==> config.mk <==
export PLATFORM = sky130hd
export DESIGN_NAME = cache_fill_ctrl_flat
export DESIGN_NICKNAME = d
export VERILOG_FILES = /design/src/rtl/cache_fill_ctrl_if.sv /design/src/rtl/cache_fill_ctrl.sv /design/src/flat_wrapper.sv
export SDC_FILE = /design/constraint.sdc
export NUM_CORES = 1
export LEC_CHECK = 0
export CORE_MARGIN = 10
export CORE_UTILIZATION = 40
export CTS_CLUSTER_SIZE = 40
export DETAILED_ROUTE_END_ITERATION = 12
export HOLD_SLACK_MARGIN = 0.05
export PLACE_DENSITY = 0.82
export SLEW_MARGIN = 20
export SYNTH_ARGS = -nofsm -noshare
export SYNTH_HDL_FRONTEND = slang
export SYNTH_SLANG_ARGS = --single-unit
export TNS_END_PERCENT = 30
==> constraint.sdc <==
create_clock -name clock -period 2 [get_ports clock]
set_input_delay 0.4 -clock clock [delete_from_list [all_inputs] [get_ports clock]]
set_output_delay 0.4 -clock clock [all_outputs]
set_load 0.01 [all_outputs]
==> src/rtl/cache_fill_ctrl_if.sv <==
// Bus bundle between the miss/fill controller, its requesters, the memory
// read port and the cachemem write port. The master side is the controller.
interface cache_fill_ctrl_if #(
    parameter int NUM_REQ    = 2,
    parameter int NUM_LINES  = 16,
    parameter int BLOCK_SIZE = 8,
    parameter int DATA_BITS  = 64,
    parameter int TAG_BITS   = 25
);
    localparam int IDX_BITS  = $clog2(NUM_LINES);
    localparam int OFF_BITS  = $clog2(BLOCK_SIZE);
    localparam int ADDR_BITS = TAG_BITS + IDX_BITS + OFF_BITS;

    logic [NUM_REQ-1:0]                miss_valid;
    logic [NUM_REQ-1:0][ADDR_BITS-1:0] miss_addr;

    logic                 mem_req_valid;
    logic [ADDR_BITS-1:0] mem_req_addr;
    logic                 mem_req_ready;
    logic                 mem_resp_valid;
    logic [DATA_BITS-1:0] mem_resp_data;

    logic                 wr_en;
    logic [IDX_BITS-1:0]  wr_idx;
    logic [TAG_BITS-1:0]  wr_tag;
    logic [DATA_BITS-1:0] wr_data;

    logic [NUM_REQ-1:0]   fill_done;

    modport master (
        input  miss_valid, miss_addr,
        input  mem_req_ready, mem_resp_valid, mem_resp_data,
        output mem_req_valid, mem_req_addr,
        output wr_en, wr_idx, wr_tag, wr_data,
        output fill_done
    );

    modport slave (
        output miss_valid, miss_addr,
        output mem_req_ready, mem_resp_valid, mem_resp_data,
        input  mem_req_valid, mem_req_addr,
        input  wr_en, wr_idx, wr_tag, wr_data,
        input  fill_done
    );
endinterface

==> src/rtl/cache_fill_ctrl.sv <==
// Miss handler and fill sequencer for the direct-mapped cachemem. Picks one
// missing requester round-robin, fetches its block from memory with a single
// outstanding request, writes the block into cachemem for one cycle and
// pulses fill_done to every requester waiting on that same block.
module cache_fill_ctrl #(
    parameter int NUM_REQ    = 2,
    parameter int NUM_LINES  = 16,
    parameter int BLOCK_SIZE = 8,
    parameter int DATA_BITS  = 64,
    parameter int TAG_BITS   = 25
) (
    input  logic               clock,
    input  logic               reset,
    cache_fill_ctrl_if.master  bus,
    output logic               busy
);
    localparam int IDX_BITS  = $clog2(NUM_LINES);
    localparam int OFF_BITS  = $clog2(BLOCK_SIZE);
    localparam int ADDR_BITS = TAG_BITS + IDX_BITS + OFF_BITS;
    localparam int BLK_BITS  = TAG_BITS + IDX_BITS;
    localparam int PTR_BITS  = (NUM_REQ > 1) ? $clog2(NUM_REQ) : 1;

    typedef enum logic [1:0] {
        IDLE,
        REQ,
        WAIT,
        FILL
    } state_t;

    state_t               state;
    state_t               state_next;
    logic [PTR_BITS-1:0]  rr_ptr;
    logic [PTR_BITS-1:0]  grant_q;
    logic [BLK_BITS-1:0]  blk_q;
    logic [DATA_BITS-1:0] data_q;

    logic                 grant_found;
    logic [PTR_BITS-1:0]  grant_idx;
    logic [PTR_BITS-1:0]  cand_idx;
    logic [PTR_BITS-1:0]  ptr_after_grant;

    // Round-robin arbiter: first pending requester at or after rr_ptr, wrapping
    always_comb begin
        grant_found     = 1'b0;
        grant_idx       = '0;
        cand_idx        = '0;
        for (int k = 0; k < NUM_REQ; k++) begin
            cand_idx = PTR_BITS'((int'(rr_ptr) + k) % NUM_REQ);
            if (!grant_found && bus.miss_valid[cand_idx]) begin
                grant_found = 1'b1;
                grant_idx   = cand_idx;
            end
        end
        ptr_after_grant = PTR_BITS'((int'(grant_idx) + 1) % NUM_REQ);
    end

    // State register; reset aborts any fill in progress
    always_ff @(posedge clock) begin
        if (reset) begin
            state <= IDLE;
        end else begin
            state <= state_next;
        end
    end

    // Latch the granted block address, advance the pointer, capture returned data
    always_ff @(posedge clock) begin
        if (reset) begin
            rr_ptr  <= '0;
            grant_q <= '0;
            blk_q   <= '0;
            data_q  <= '0;
        end else begin
            if (state == IDLE && grant_found) begin
                blk_q   <= bus.miss_addr[grant_idx][ADDR_BITS-1:OFF_BITS];
                grant_q <= grant_idx;
                rr_ptr  <= ptr_after_grant;
            end
            if (state == WAIT && bus.mem_resp_valid) begin
                data_q <= bus.mem_resp_data;
            end
        end
    end

    // Next-state decode and all outputs; outputs are zero outside their state
    always_comb begin
        state_next        = state;
        bus.mem_req_valid = 1'b0;
        bus.mem_req_addr  = '0;
        bus.wr_en         = 1'b0;
        bus.wr_idx        = '0;
        bus.wr_tag        = '0;
        bus.wr_data       = '0;
        bus.fill_done     = '0;
        busy              = (state != IDLE);

        unique case (state)
            IDLE: begin
                if (grant_found) begin
                    state_next = REQ;
                end
            end
            REQ: begin
                bus.mem_req_valid = 1'b1;
                bus.mem_req_addr  = {blk_q, {OFF_BITS{1'b0}}};
                if (bus.mem_req_ready) begin
                    state_next = WAIT;
                end
            end
            WAIT: begin
                if (bus.mem_resp_valid) begin
                    state_next = FILL;
                end
            end
            FILL: begin
                bus.wr_en   = 1'b1;
                bus.wr_idx  = blk_q[IDX_BITS-1:0];
                bus.wr_tag  = blk_q[BLK_BITS-1 -: TAG_BITS];
                bus.wr_data = data_q;
                for (int j = 0; j < NUM_REQ; j++) begin
                    if ((bus.miss_valid[j] &&
                         bus.miss_addr[j][ADDR_BITS-1:OFF_BITS] == blk_q) ||
                        PTR_BITS'(j) == grant_q) begin
                        bus.fill_done[j] = 1'b1;
                    end
                end
                state_next = IDLE;
            end
            default: begin
                state_next = IDLE;
            end
        endcase
    end
endmodule

==> src/flat_wrapper.sv <==
// flat-port wrapper written by rule: the top's interface ports become plain ports
module cache_fill_ctrl_flat 
#(
    parameter int NUM_REQ    = 2,
    parameter int NUM_LINES  = 16,
    parameter int BLOCK_SIZE = 8,
    parameter int DATA_BITS  = 64,
    parameter int TAG_BITS   = 25
)
  (clock, reset, busy, bus_miss_valid, bus_miss_addr, bus_mem_req_ready, bus_mem_resp_valid, bus_mem_resp_data, bus_mem_req_valid, bus_mem_req_addr, bus_wr_en, bus_wr_idx, bus_wr_tag, bus_wr_data, bus_fill_done);
  cache_fill_ctrl_if #(.NUM_REQ(NUM_REQ), .NUM_LINES(NUM_LINES), .BLOCK_SIZE(BLOCK_SIZE), .DATA_BITS(DATA_BITS), .TAG_BITS(TAG_BITS)) bus_i ();
  input  logic clock;
  input  logic reset;
  output logic busy;
  input wire logic [$bits(bus_i.miss_valid)-1:0] bus_miss_valid;
  input wire logic [$bits(bus_i.miss_addr)-1:0] bus_miss_addr;
  input wire logic [$bits(bus_i.mem_req_ready)-1:0] bus_mem_req_ready;
  input wire logic [$bits(bus_i.mem_resp_valid)-1:0] bus_mem_resp_valid;
  input wire logic [$bits(bus_i.mem_resp_data)-1:0] bus_mem_resp_data;
  output wire logic [$bits(bus_i.mem_req_valid)-1:0] bus_mem_req_valid;
  output wire logic [$bits(bus_i.mem_req_addr)-1:0] bus_mem_req_addr;
  output wire logic [$bits(bus_i.wr_en)-1:0] bus_wr_en;
  output wire logic [$bits(bus_i.wr_idx)-1:0] bus_wr_idx;
  output wire logic [$bits(bus_i.wr_tag)-1:0] bus_wr_tag;
  output wire logic [$bits(bus_i.wr_data)-1:0] bus_wr_data;
  output wire logic [$bits(bus_i.fill_done)-1:0] bus_fill_done;
  assign bus_i.miss_valid = bus_miss_valid;
  assign bus_i.miss_addr = bus_miss_addr;
  assign bus_i.mem_req_ready = bus_mem_req_ready;
  assign bus_i.mem_resp_valid = bus_mem_resp_valid;
  assign bus_i.mem_resp_data = bus_mem_resp_data;
  assign bus_mem_req_valid = bus_i.mem_req_valid;
  assign bus_mem_req_addr = bus_i.mem_req_addr;
  assign bus_wr_en = bus_i.wr_en;
  assign bus_wr_idx = bus_i.wr_idx;
  assign bus_wr_tag = bus_i.wr_tag;
  assign bus_wr_data = bus_i.wr_data;
  assign bus_fill_done = bus_i.fill_done;
  cache_fill_ctrl #(.NUM_REQ(NUM_REQ), .NUM_LINES(NUM_LINES), .BLOCK_SIZE(BLOCK_SIZE), .DATA_BITS(DATA_BITS), .TAG_BITS(TAG_BITS)) u_core (.clock(clock), .reset(reset), .bus(bus_i), .busy(busy));
endmodule
==> results of run 1 <==
## metal layers
layer / track usage (%) / up-vias / share of wire (%)
li1: - / 2660 / -
met1: 24.0 / 2548 / 39
met2: 36.0 / 276 / 47
met3: 8.80 / 33 / 11
met4: 6.49 / 0 / 2.4
met5: 0 / - / 0
## critical path, delay by kind of cell, from the launching register on
family / cells / cell delay, ns
flops: 1 / 0.36
simple gates: 2 / 0.66
compound gates: 1 / 0.13
fa+ha+maj: 1 / 0.16
buf+inv: 1 / 0.15
## Yosys cell counts (all sizes together) (2+ instances only)
| cell | n |
|---|---|
| nand2 | 131 |
| and2 | 123 |
| dfxtp | 97 |
| a21oi | 68 |
| xnor2 | 42 |
| nor2 | 35 |
| clkbuf | 31 |
| a222oi | 30 |
| buf | 18 |
| xor2 | 16 |
| nand4 | 11 |
| inv | 7 |
| nor4 | 6 |
| ha | 5 |
| nand3 | 2 |
## cells by family after synthesis
logic type | count (synthesis) | synth area share [%]
adders and majority gates | 5 | 1.26
xor gates and xnor gates | 58 | 10.2
muxes | 1 | 0.202
buffers and inverters | 56 | 4.84
and+or+nand+nor | 309 | 30.6
DFF | 97 | 39.2
other | 1 | 0.0756
AOI/OAI and AO/OA | 102 | 13.6
## cell type report
| class | instances | area, µm² |
|---|---|---|
| Fill cell | 1021 | 3710 |
| Multi-Input combinational cell | 478 | 3030 |
| Timing Repair Buffer | 324 | 2780 |
| Sequential cell | 97 | 1960 |
| Clock buffer | 11 | 253 |
| Tap cell | 168 | 210 |
| Clock inverter | 5 | 85.1 |
| Inverter | 7 | 28.8 |
| Antenna cell | 5 | 12.5 |
## metrics by stage
step                      cells  hold slack [ns]
after CTS                  1088            0.451
after global placement     1069            0.437
final                      1095            0.411
after global routing       1090            0.459
after floorplan             631            0.432
after detailed placement   1069            0.442
## path summary, 6_finish.rpt
path | start | end | cells after the start
min | bus_miss_addr[30] | u_core.blk_q[27]$_SDFFE_PP0P_ | 3
max reg2reg | u_core.state[1]$_SDFFE_PP0P_ | u_core.blk_q[15]$_SDFFE_PP0P_ | 11
min reg2reg | u_core.data_q[2]$_SDFFE_PP0P_ | u_core.data_q[2]$_SDFFE_PP0P_ | 2
max | u_core.state[1]$_SDFFE_PP0P_ | bus_fill_done[0] | 5
## power by group
group / internal [mW] / switching [mW]
Sequential: 2.23 / 0.217
Combinational: 1.71 / 1.68
Clock: 1.17 / 0.783
Total: 5.12 / 2.68
## sequential cells by signal, summed over array words and instances (netlist names)
name            flops
u_core.grant_q      1
u_core.state        2
u_core.blk_q       29
u_core.rr_ptr       1
u_core.data_q      64
## repair_timing
item / 4_1_cts / 5_1_grt
endpoints found under the setup margin: 127 / 107
pin swaps: 28 / 20
gates cloned: 1 / 1
gates resized for setup: 349 / 130
setup buffers: 2 / 2
==> run_results.csv, run 1 <==
group,metric,value,unit
logic_synthesis,synth_warnings,0,
detailed_routing,routed-via-count,5517,
sta,tns,-0.309,ns
final_layout,fin_util,69.3,%
final_layout,final_area,8350,µm²
floorplanning,ios,264,
detailed_routing,drtAntennaViolNets,0,
final_layout,final_layout_size_suffix_gt1_share,24.9,%
detailed_routing,drt_iter0_drc,453,
place,place_area,8120,µm²
grt,gr-total-overflow,0,
sta,finalCritPeriodShare,111,%
clock_network,cts.sinks,97,
grt,grt_pass1_vias,5371,
sta,rsz0062_at_grt,"yes",
run_status,outcome,"finished with violations",
pwr,p_leak,3.64,nW
setup_path,worstPathArrival,1.81,ns
final_layout,mostFrequentLayoutCell,"nand2_1",
final_layout,fin_nets,1056,
setup_path,cp_cell_sequence,"ha_4 > nand3_1 > or4_4 > o22ai_2 > buf_2",
setup_path,cp-end-kind,"output pin",
floorplanning,initial_core_util,41.1,%
pwr,ir_drop,0.539,mV
logic_synthesis,ys.flop_type,"dfxtp_1",
logic_synthesis,synth_top_area_share,39.2,%
final_layout,area_delta_synth_final,68.4,%
clock_network,hold_buffers,0,
grt,grt_use_total,21.3,%
setup_path,path_class,"reg2out",
setup_path,startpoint_type,"register",
sta,fin_crit,2.21,ns
setup_path,worst-path-max-fanout,3,
sta,hold_viol_final,0,
floorplanning,core_area,12100,µm²
logic_synthesis,synthTopCellsByArea,"dfxtp_1 (39%), and2_1 (15%), nand2_1 (9.9%)",
clock_network,root_buffer,"clkbuf_16",
floorplanning,die_area,17300,µm²
logic_synthesis,async_reset_ff_share,0,%
grt,grt_pass1_wl,29.8,mm
detailed_routing,drtPass1Iterations,8,
logic_synthesis,synth_area,4960,µm²
sta,finalSetupViolations,6,
clock_network,clkLatencyLatePin,0.35,ns
logic_synthesis,yosysUniqueCellTypes,24,
floorplanning,rows,40,
setup_path,cp_slowest_cell,"or4_4",
pwr,p_per_area,934,nW/µm²
logic_synthesis,avgSynthCellArea,7.89,µm²
place,dpl.hpwl,14.7,mm
setup_path,r2r_slack,0.08,ns
sta,slew_violations,0,
sta,finalClockSkew,0.00800,ns
grt,grt_max_degree,60,
clock_network,path_clk_slew,0.07,ns
worst_hold_path,min_path_type,"in2reg",
detailed_routing,drcViolationCount,0,
sta,setup_ws,-0.210,ns
logic_synthesis,seq_area_frac_synth,39.2,%
detailed_routing,viasPerCell,5.04,
detailed_routing,routedWlPerCell,18.2,µm
place,dpl_worst_slack,-0.860,ns
sta,clock.fmax,0.452,GHz
final_layout,layout_common_cells,"nand2_1 (129), and2_1 (112), dfxtp_1 (88), clkdlybuf4s50_1 (79), a21oi_1 (66)",
logic_synthesis,yosysTopAreaCell,"dfxtp_1",
clock_network,tritoncts,"done",
floorplanning,die-height,131,µm
pwr,power.total,7.80,mW
logic_synthesis,synth_edf_count,0,
logic_synthesis,synth-seq-cells,97,
clock_network,cts_max_level,3,
setup_path,cpPeakStageDelay,0.55,ns
detailed_routing,wirelength,19.9,mm
clock_network,clockBufferDepth,2,
run_status,violations,"setup timing",
job,maxCapViolCount,0,
floorplanning,die_x,131,µm
logic_synthesis,postSynthCellCount,629,
place,gp_congestion,0.833,
grt,antenna_found_initial,0,
setup_path,cp_data_required_time,1.60,ns
clock_network,cts_buffers,9,
place,io_buffers,254,
Power figures use the tool's default switching activity.
==> run 2, diff against run 1 <==
--- a/config.mk
+++ b/config.mk
@@ -6,11 +6,12 @@
 export NUM_CORES = 1
 export LEC_CHECK = 0
 export CORE_MARGIN = 10
-export CORE_UTILIZATION = 40
+export CORE_UTILIZATION = 41
+export CTS_BUF_LIST = sky130_fd_sc_hd__clkbuf_8
 export CTS_CLUSTER_SIZE = 40
 export DETAILED_ROUTE_END_ITERATION = 12
 export HOLD_SLACK_MARGIN = 0.05
-export PLACE_DENSITY = 0.82
+export PLACE_DENSITY = 0.83
 export SLEW_MARGIN = 20
 export SYNTH_ARGS = -nofsm -noshare
 export SYNTH_HDL_FRONTEND = slang
==> run 2 against run 1 <==
The run still ends with setup timing left. Sequential share of layout area grew 0.73 points. Cell area shrank 3.0%. Clock-buffer cell count shrank 2. Cell count shrank 1.9%. Total power shrank 10%. First-iteration DRC count shrank 3.1%. Critical path type is now in2out.
==> run_results.csv, run 2 (synthesis gave the netlist of run 1 again) <==
group,metric,value,unit
setup_path,worst-path-max-fanout,2,
clock_network,path_clk_slew,0.10,ns
sta,setup_ws,-0.213,ns
sta,rsz0062_at_grt,"yes",
setup_path,r2r_slack,0.07,ns
sta,finalClockSkew,0.00976,ns
sta,hold_viol_final,0,
setup_path,r2r_start,"u_core.state[1]$_SDFFE_PP0P_",
detailed_routing,routedWlPerCell,18.1,µm
sta,finalSetupViolations,9,
sta,slew_violations,0,
setup_path,cp-end-kind,"output pin",
final_layout,largest_reg_flops,64,
detailed_routing,drcViolationCount,0,
final_layout,layout_common_cells,"nand2_1 (130), and2_1 (106), clkdlybuf4s50_1 (92), dfxtp_1 (88), a21oi_1 (66)",
worst_hold_path,min_path_type,"in2reg",
floorplanning,die_area,16900,µm²
detailed_routing,drtPass1Iterations,8,
clock_network,cts_max_level,3,
pwr,p_leak,3.60,nW
detailed_routing,wirelength,19.4,mm
run_status,outcome,"finished with violations",
place,io_buffers,254,
sta,clock.fmax,0.452,GHz
grt,antenna_found_initial,3,
floorplanning,die-height,130,µm
setup_path,reg2regPathDepth,10,
final_layout,final_layout_size_suffix_gt1_share,29.0,%
floorplanning,initial_core_util,41.6,%
detailed_routing,drt_iter0_drc,439,
final_layout,fin_cells,1074,
detailed_routing,routed-via-count,5463,
pwr,ir_drop,0.450,mV
sta,fin_crit,2.21,ns
floorplanning,core_area,11900,µm²
setup_path,cp_data_required_time,1.60,ns
setup_path,worstPathArrival,1.81,ns
place,gp_congestion,0.922,
floorplanning,die_x,130,µm
final_layout,biggestRegsByFlops,"u_core.data_q (64), u_core.blk_q (29), u_core.state (2)",
final_layout,mostFrequentLayoutCell,"nand2_1",
final_layout,fin_nets,1058,
setup_path,cp-startpoint,"bus_miss_addr[21]",
setup_path,r2r_end,"u_core.blk_q[21]$_SDFFE_PP0P_",
final_layout,regMostFlops,"u_core.data_q",
grt,grt_pass1_vias,5361,
detailed_routing,drtAntennaViolNets,0,
run_status,violations,"setup timing",
floorplanning,rows,40,
detailed_routing,viasPerCell,5.09,
floorplanning,ios,264,
setup_path,startpoint_type,"input pin",
setup_path,path_class,"in2out",
clock_network,clkLatencyLatePin,0.36,ns
sta,finalCritPeriodShare,111,%
clock_network,cts.sinks,97,
grt,gr-total-overflow,0,
setup_path,cp-endpoint,"bus_fill_done[0]",
pwr,p_per_area,863,nW/µm²
grt,grt_use_total,21.4,%
clock_network,clockBufferDepth,2,
final_layout,fin_util,68.0,%
place,dp_cells,1049,
clock_network,tritoncts,"done",
final_layout,area_delta_synth_final,63.4,%
job,maxCapViolCount,0,
grt,grt_pass1_wl,28.6,mm
grt,grt_max_degree,58,
clock_network,root_buffer,"clkbuf_8",
clock_network,cts_buffers,9,
place,dpl.hpwl,14.2,mm
-- run 2: changes by cell type in the layout (fill, tap and decap cells not counted), sizes merged --
cell,before,now
buf,100,141
dlygate4sd2,61,22
clkdlybuf4s15,20,1
clkdlybuf4s50,79,92
dlymetal6s2s,2,12
clkbuf,73,67
clkinvlp,1,4
bufinv,2,0
clkinv,0,2
diode,5,3
inv,9,8
-- run 2: repair_timing --
action                                  CTS  global route
pin swaps                                10            25
hold buffers                              0             0
endpoints found under the setup margin  127            99
buffers inserted                          2             3
resized for setup                       384           181
cloned                                    2             0
-- run 2: worst min-delay path by stage --
stage          cells past startpoint                           start  slack (ns)                        endpoint
6_report                           3               bus_miss_addr[11]        0.35    u_core.blk_q[8]$_SDFFE_PP0P_
5_1_grt                            3               bus_miss_addr[11]        0.37    u_core.blk_q[8]$_SDFFE_PP0P_
4_1_cts                            2                           reset        0.43   u_core.blk_q[27]$_SDFFE_PP0P_
3_5_place_dp                       2  u_core.data_q[14]$_SDFFE_PP0P_        0.44  u_core.data_q[14]$_SDFFE_PP0P_
3_3_place_gp                       2  u_core.data_q[61]$_SDFFE_PP0P_        0.44  u_core.data_q[61]$_SDFFE_PP0P_
2_1_floorplan                      2   u_core.data_q[0]$_SDFFE_PP0P_        0.43   u_core.data_q[0]$_SDFFE_PP0P_
-- run 2: through the flow --
stage / setup TNS (ns) / total power, mW / hold slack [ns] / instance area, µm² / worst slack, ns
CTS: -1.26 / 6.84 / 0.433 / 8230 / -0.262
global route: -1.46 / 7.39 / 0.370 / 8100 / -0.327
finish: -0.496 / 6.99 / 0.347 / 8100 / -0.213
detailed placement: -4.84 / 5.48 / 0.442 / 8090 / -0.836
floorplan: 0 / 3.94 / 0.432 / 4970 / 0.263
global placement: -4.36 / 5.42 / 0.437 / 8090 / -0.859
-- run 2: area by class of cell --
cell class / count / area [µm²]
diodes: 3 / 7.51
clock inverters: 7 / 56.3
flip-flops and latches: 97 / 1960
fillers: 957 / 3810
multi-input cells: 478 / 3020
inverters: 7 / 28.8
well taps: 147 / 184
clock buffers: 9 / 124
repair buffers: 326 / 2730
-- run 2: worst max-delay path: stages --
cell	delay, ns
dlygate4sd2_1	0.27
xnor2_2	0.21
nand4_1	0.13
or4_4	0.55
o22ai_2	0.10
buf_2	0.15
-- run 2: where the power goes --
group / total [mW] / switching (mW) / leakage, nW / internal [mW]
clock: 1.19 / 0.725 / 0.0781 / 0.460
sequential: 2.45 / 0.221 / 0.793 / 2.23
combinational: 3.36 / 1.67 / 2.73 / 1.69
-- run 2: metal layers --
layer / vias to the layer above / part of all wire (%) / global-route usage [%]
li1: 2668 / - / -
met1: 2507 / 39 / 23.4
met2: 261 / 48 / 36.6
met3: 27 / 11 / 9.21
met4: 0 / 2.0 / 7.21
met5: - / 0 / 0
==> run 3, diff against run 2 <==
--- a/config.mk
+++ b/config.mk
@@ -12,6 +12,7 @@
 export DETAILED_ROUTE_END_ITERATION = 12
 export HOLD_SLACK_MARGIN = 0.05
 export PLACE_DENSITY = 0.83
+export REMOVE_ABC_BUFFERS = 1
 export SLEW_MARGIN = 20
 export SYNTH_ARGS = -nofsm -noshare
 export SYNTH_HDL_FRONTEND = slang
==> run 3 against run 2 <==
Clock power grew 20%. The flow still finishes with violations (setup timing). Highest routed layer unchanged. Hold slack gained 0.012 ns. Cell area grew 1.3%.
==> run_results.csv, run 3 (synthesis gave the netlist of run 1 again) <==
group,metric,value,unit
setup_path,cp_cell_sequence,"xnor2_1 > nand4_1 > or4_1 > o22ai_2 > buf_2",
floorplanning,initial_core_util,41.6,%
setup_path,cpLargestDelayFamily,"simple AND/OR/NAND/NOR gates",
sta,finalClockSkew,0.0135,ns
setup_path,critical_path_buf_inv_count,1,
setup_path,startpoint_type,"register",
final_layout,biggestRegsByFlops,"u_core.data_q (64), u_core.blk_q (29), u_core.state (2)",
clock_network,tritoncts,"done",
final_layout,layout_common_cells,"nand2_1 (130), and2_1 (102), clkdlybuf4s50_1 (98), dfxtp_1 (86), clkbuf_2 (67)",
sta,rsz0062_at_grt,"yes",
clock_network,hold_buffers,0,
clock_network,clkLatencyLatePin,0.36,ns
setup_path,worstPathArrival,1.87,ns
setup_path,worst-path-max-fanout,2,
setup_path,cp_slowest_cell,"or4_1",
clock_network,cts_buffers,9,
clock_network,root_buffer,"clkbuf_8",
final_layout,antenna_cells,0,
sta,finalSetupViolations,4,
floorplanning,die_area,16900,µm²
setup_path,cp_data_required_time,1.60,ns
sta,setup_ws,-0.268,ns
run_status,violations,"setup timing",
sta,fin_crit,2.27,ns
grt,grt_pass1_wl,29.4,mm
floorplanning,die-height,130,µm
pwr,p_leak,3.57,nW
final_layout,mostFrequentLayoutCell,"nand2_1",
place,gp_congestion,0.953,
sta,hold_viol_final,0,
floorplanning,core_area,11900,µm²
pwr,p_per_area,887,nW/µm²
worst_hold_path,worstHoldStart,"bus_miss_addr[28]",
pwr,ir_drop,0.460,mV
final_layout,largest_reg_flops,64,
grt,grt_pass1_vias,5443,
clock_network,cts.sinks,97,
place,dpl_worst_slack,-0.919,ns
final_layout,final_layout_size_suffix_gt1_share,29.0,%
setup_path,cpPeakStageDelay,0.53,ns
final_layout,fill_cells,990,
detailed_routing,drtAntennaViolNets,0,
clock_network,clockBufferDepth,2,
setup_path,r2r_slack,0.12,ns
setup_path,reg2regPathDepth,10,
final_layout,fin_nets,1065,
worst_hold_path,holdPathEnd,"u_core.blk_q[25]$_SDFFE_PP0P_",
grt,grt_max_degree,53,
floorplanning,ios,264,
sta,finalCritPeriodShare,113,%
grt,grt_use_total,22.2,%
clock_network,path_clk_slew,0.10,ns
detailed_routing,wirelength,20.3,mm
detailed_routing,viasPerCell,5.17,
final_layout,regMostFlops,"u_core.data_q",
setup_path,r2r_start,"u_core.state[1]$_SDFFE_PP0P_",
detailed_routing,routedWlPerCell,18.9,µm
place,dpl.hpwl,14.9,mm
job,maxCapViolCount,0,
sta,clock.fmax,0.441,GHz
run_status,outcome,"finished with violations",
setup_path,path_class,"reg2out",
detailed_routing,routed-via-count,5574,
worst_hold_path,min_path_type,"in2reg",
sta,slew_violations,0,
floorplanning,die_x,130,µm
sta,worst_hold_slack,0.359,ns
place,io_buffers,254,
setup_path,cp-end-kind,"output pin",
detailed_routing,drt_iter0_drc,543,
grt,antenna_found_initial,0,
detailed_routing,drtPass1Iterations,6,
grt,gr-total-overflow,0,
final_layout,area_delta_synth_final,65.5,%
detailed_routing,drcViolationCount,0,
clock_network,cts_max_level,3,
floorplanning,rows,40,
worst_hold_path,holdPathStages,3,
setup_path,r2r_end,"u_core.blk_q[16]$_SDFFE_PP0P_",
## run 3: changes by cell type in the layout (fill, tap and decap cells not counted), moves of 4 or more
cell	change
buf_2	-21
buf_6	+11
dlymetal6s2s_1	-11
clkbuf_2	+9
dlygate4sd2_1	+8
clkdlybuf4s50_1	+6
and2_1	-4
xnor2_1	+4
## run 3: worst reg2reg max path, delay by kind of cell (launching register included)
family | cells | cell delay, ns
buffers and inverters | 5 | 0.58
AOI/OAI and AO/OA | 2 | 0.46
DFF | 1 | 0.37
adders and majority gates | 1 | 0.20
and+or+nand+nor | 2 | 0.15
## run 3: worst max path at each step
stage / end / startpoint / cells after the start
floorplan: bus_fill_done[0] / u_core.state[0]$_SDFFE_PP0P_ / 4
global placement: bus_fill_done[0] / bus_miss_addr[23] / 6
detailed placement: bus_fill_done[0] / bus_miss_addr[23] / 6
CTS: bus_fill_done[0] / u_core.blk_q[2]$_SDFFE_PP0P_ / 6
global route: bus_fill_done[0] / u_core.blk_q[4]$_SDFFE_PP0P_ / 5
finish: bus_fill_done[0] / u_core.blk_q[18]$_SDFFE_PP0P_ / 5
## run 3: power breakdown
| group | switching (mW) | internal [mW] |
|---|---|---|
| registers | 0.220 | 2.23 |
| clock network | 0.724 | 0.707 |
| logic | 1.66 | 1.74 |
## run 3: layer usage
metal | vias up | wire length (µm) | global-route usage, %
met5 | - | 0 | 0
met4 | 0 | 286 | 5.16
met3 | 20 | 2940 | 12.3
met2 | 302 | 9460 | 36.6
met1 | 2579 | 7630 | 24.4
li1 | 2673 | - | -
## run 3: layout make-up
cell class	instances	area [µm²]	area share [%]
Sequential cell	97	1960	23.9
Timing Repair Buffer	333	2870	35.0
Multi-Input combinational cell	478	2950	35.9
Clock inverter	7	95.1	1.16
Tap cell	147	184	2.24
Inverter	7	28.8	0.351
Clock buffer	9	124	1.51
## run 3: through the flow
step | setup TNS [ns] | instance area [µm²] | utilization (%) | total power, mW | instances
2_1_floorplan | -44.91 | 4750 | - | 3.80 | 582
3_3_place_gp | -1.63 | 8130 | 68.3 | 5.47 | 1051
3_5_place_dp | -1.61 | 8130 | 68.3 | 5.52 | 1051
4_1_cts | -0.424 | 8470 | 71.1 | 7.12 | 1073
5_1_grt | -1.54 | 8210 | 68.9 | 7.68 | 1078
6_report | -0.493 | 8210 | 68.9 | 7.28 | 1078
## run 3: timing repair
item	4_1_cts	5_1_grt
resized for setup	351	195
endpoints found under the hold margin	0	0
endpoints found under the setup margin	127	87
setup buffers	4	4
pin swaps	25	17
gates cloned	3	4
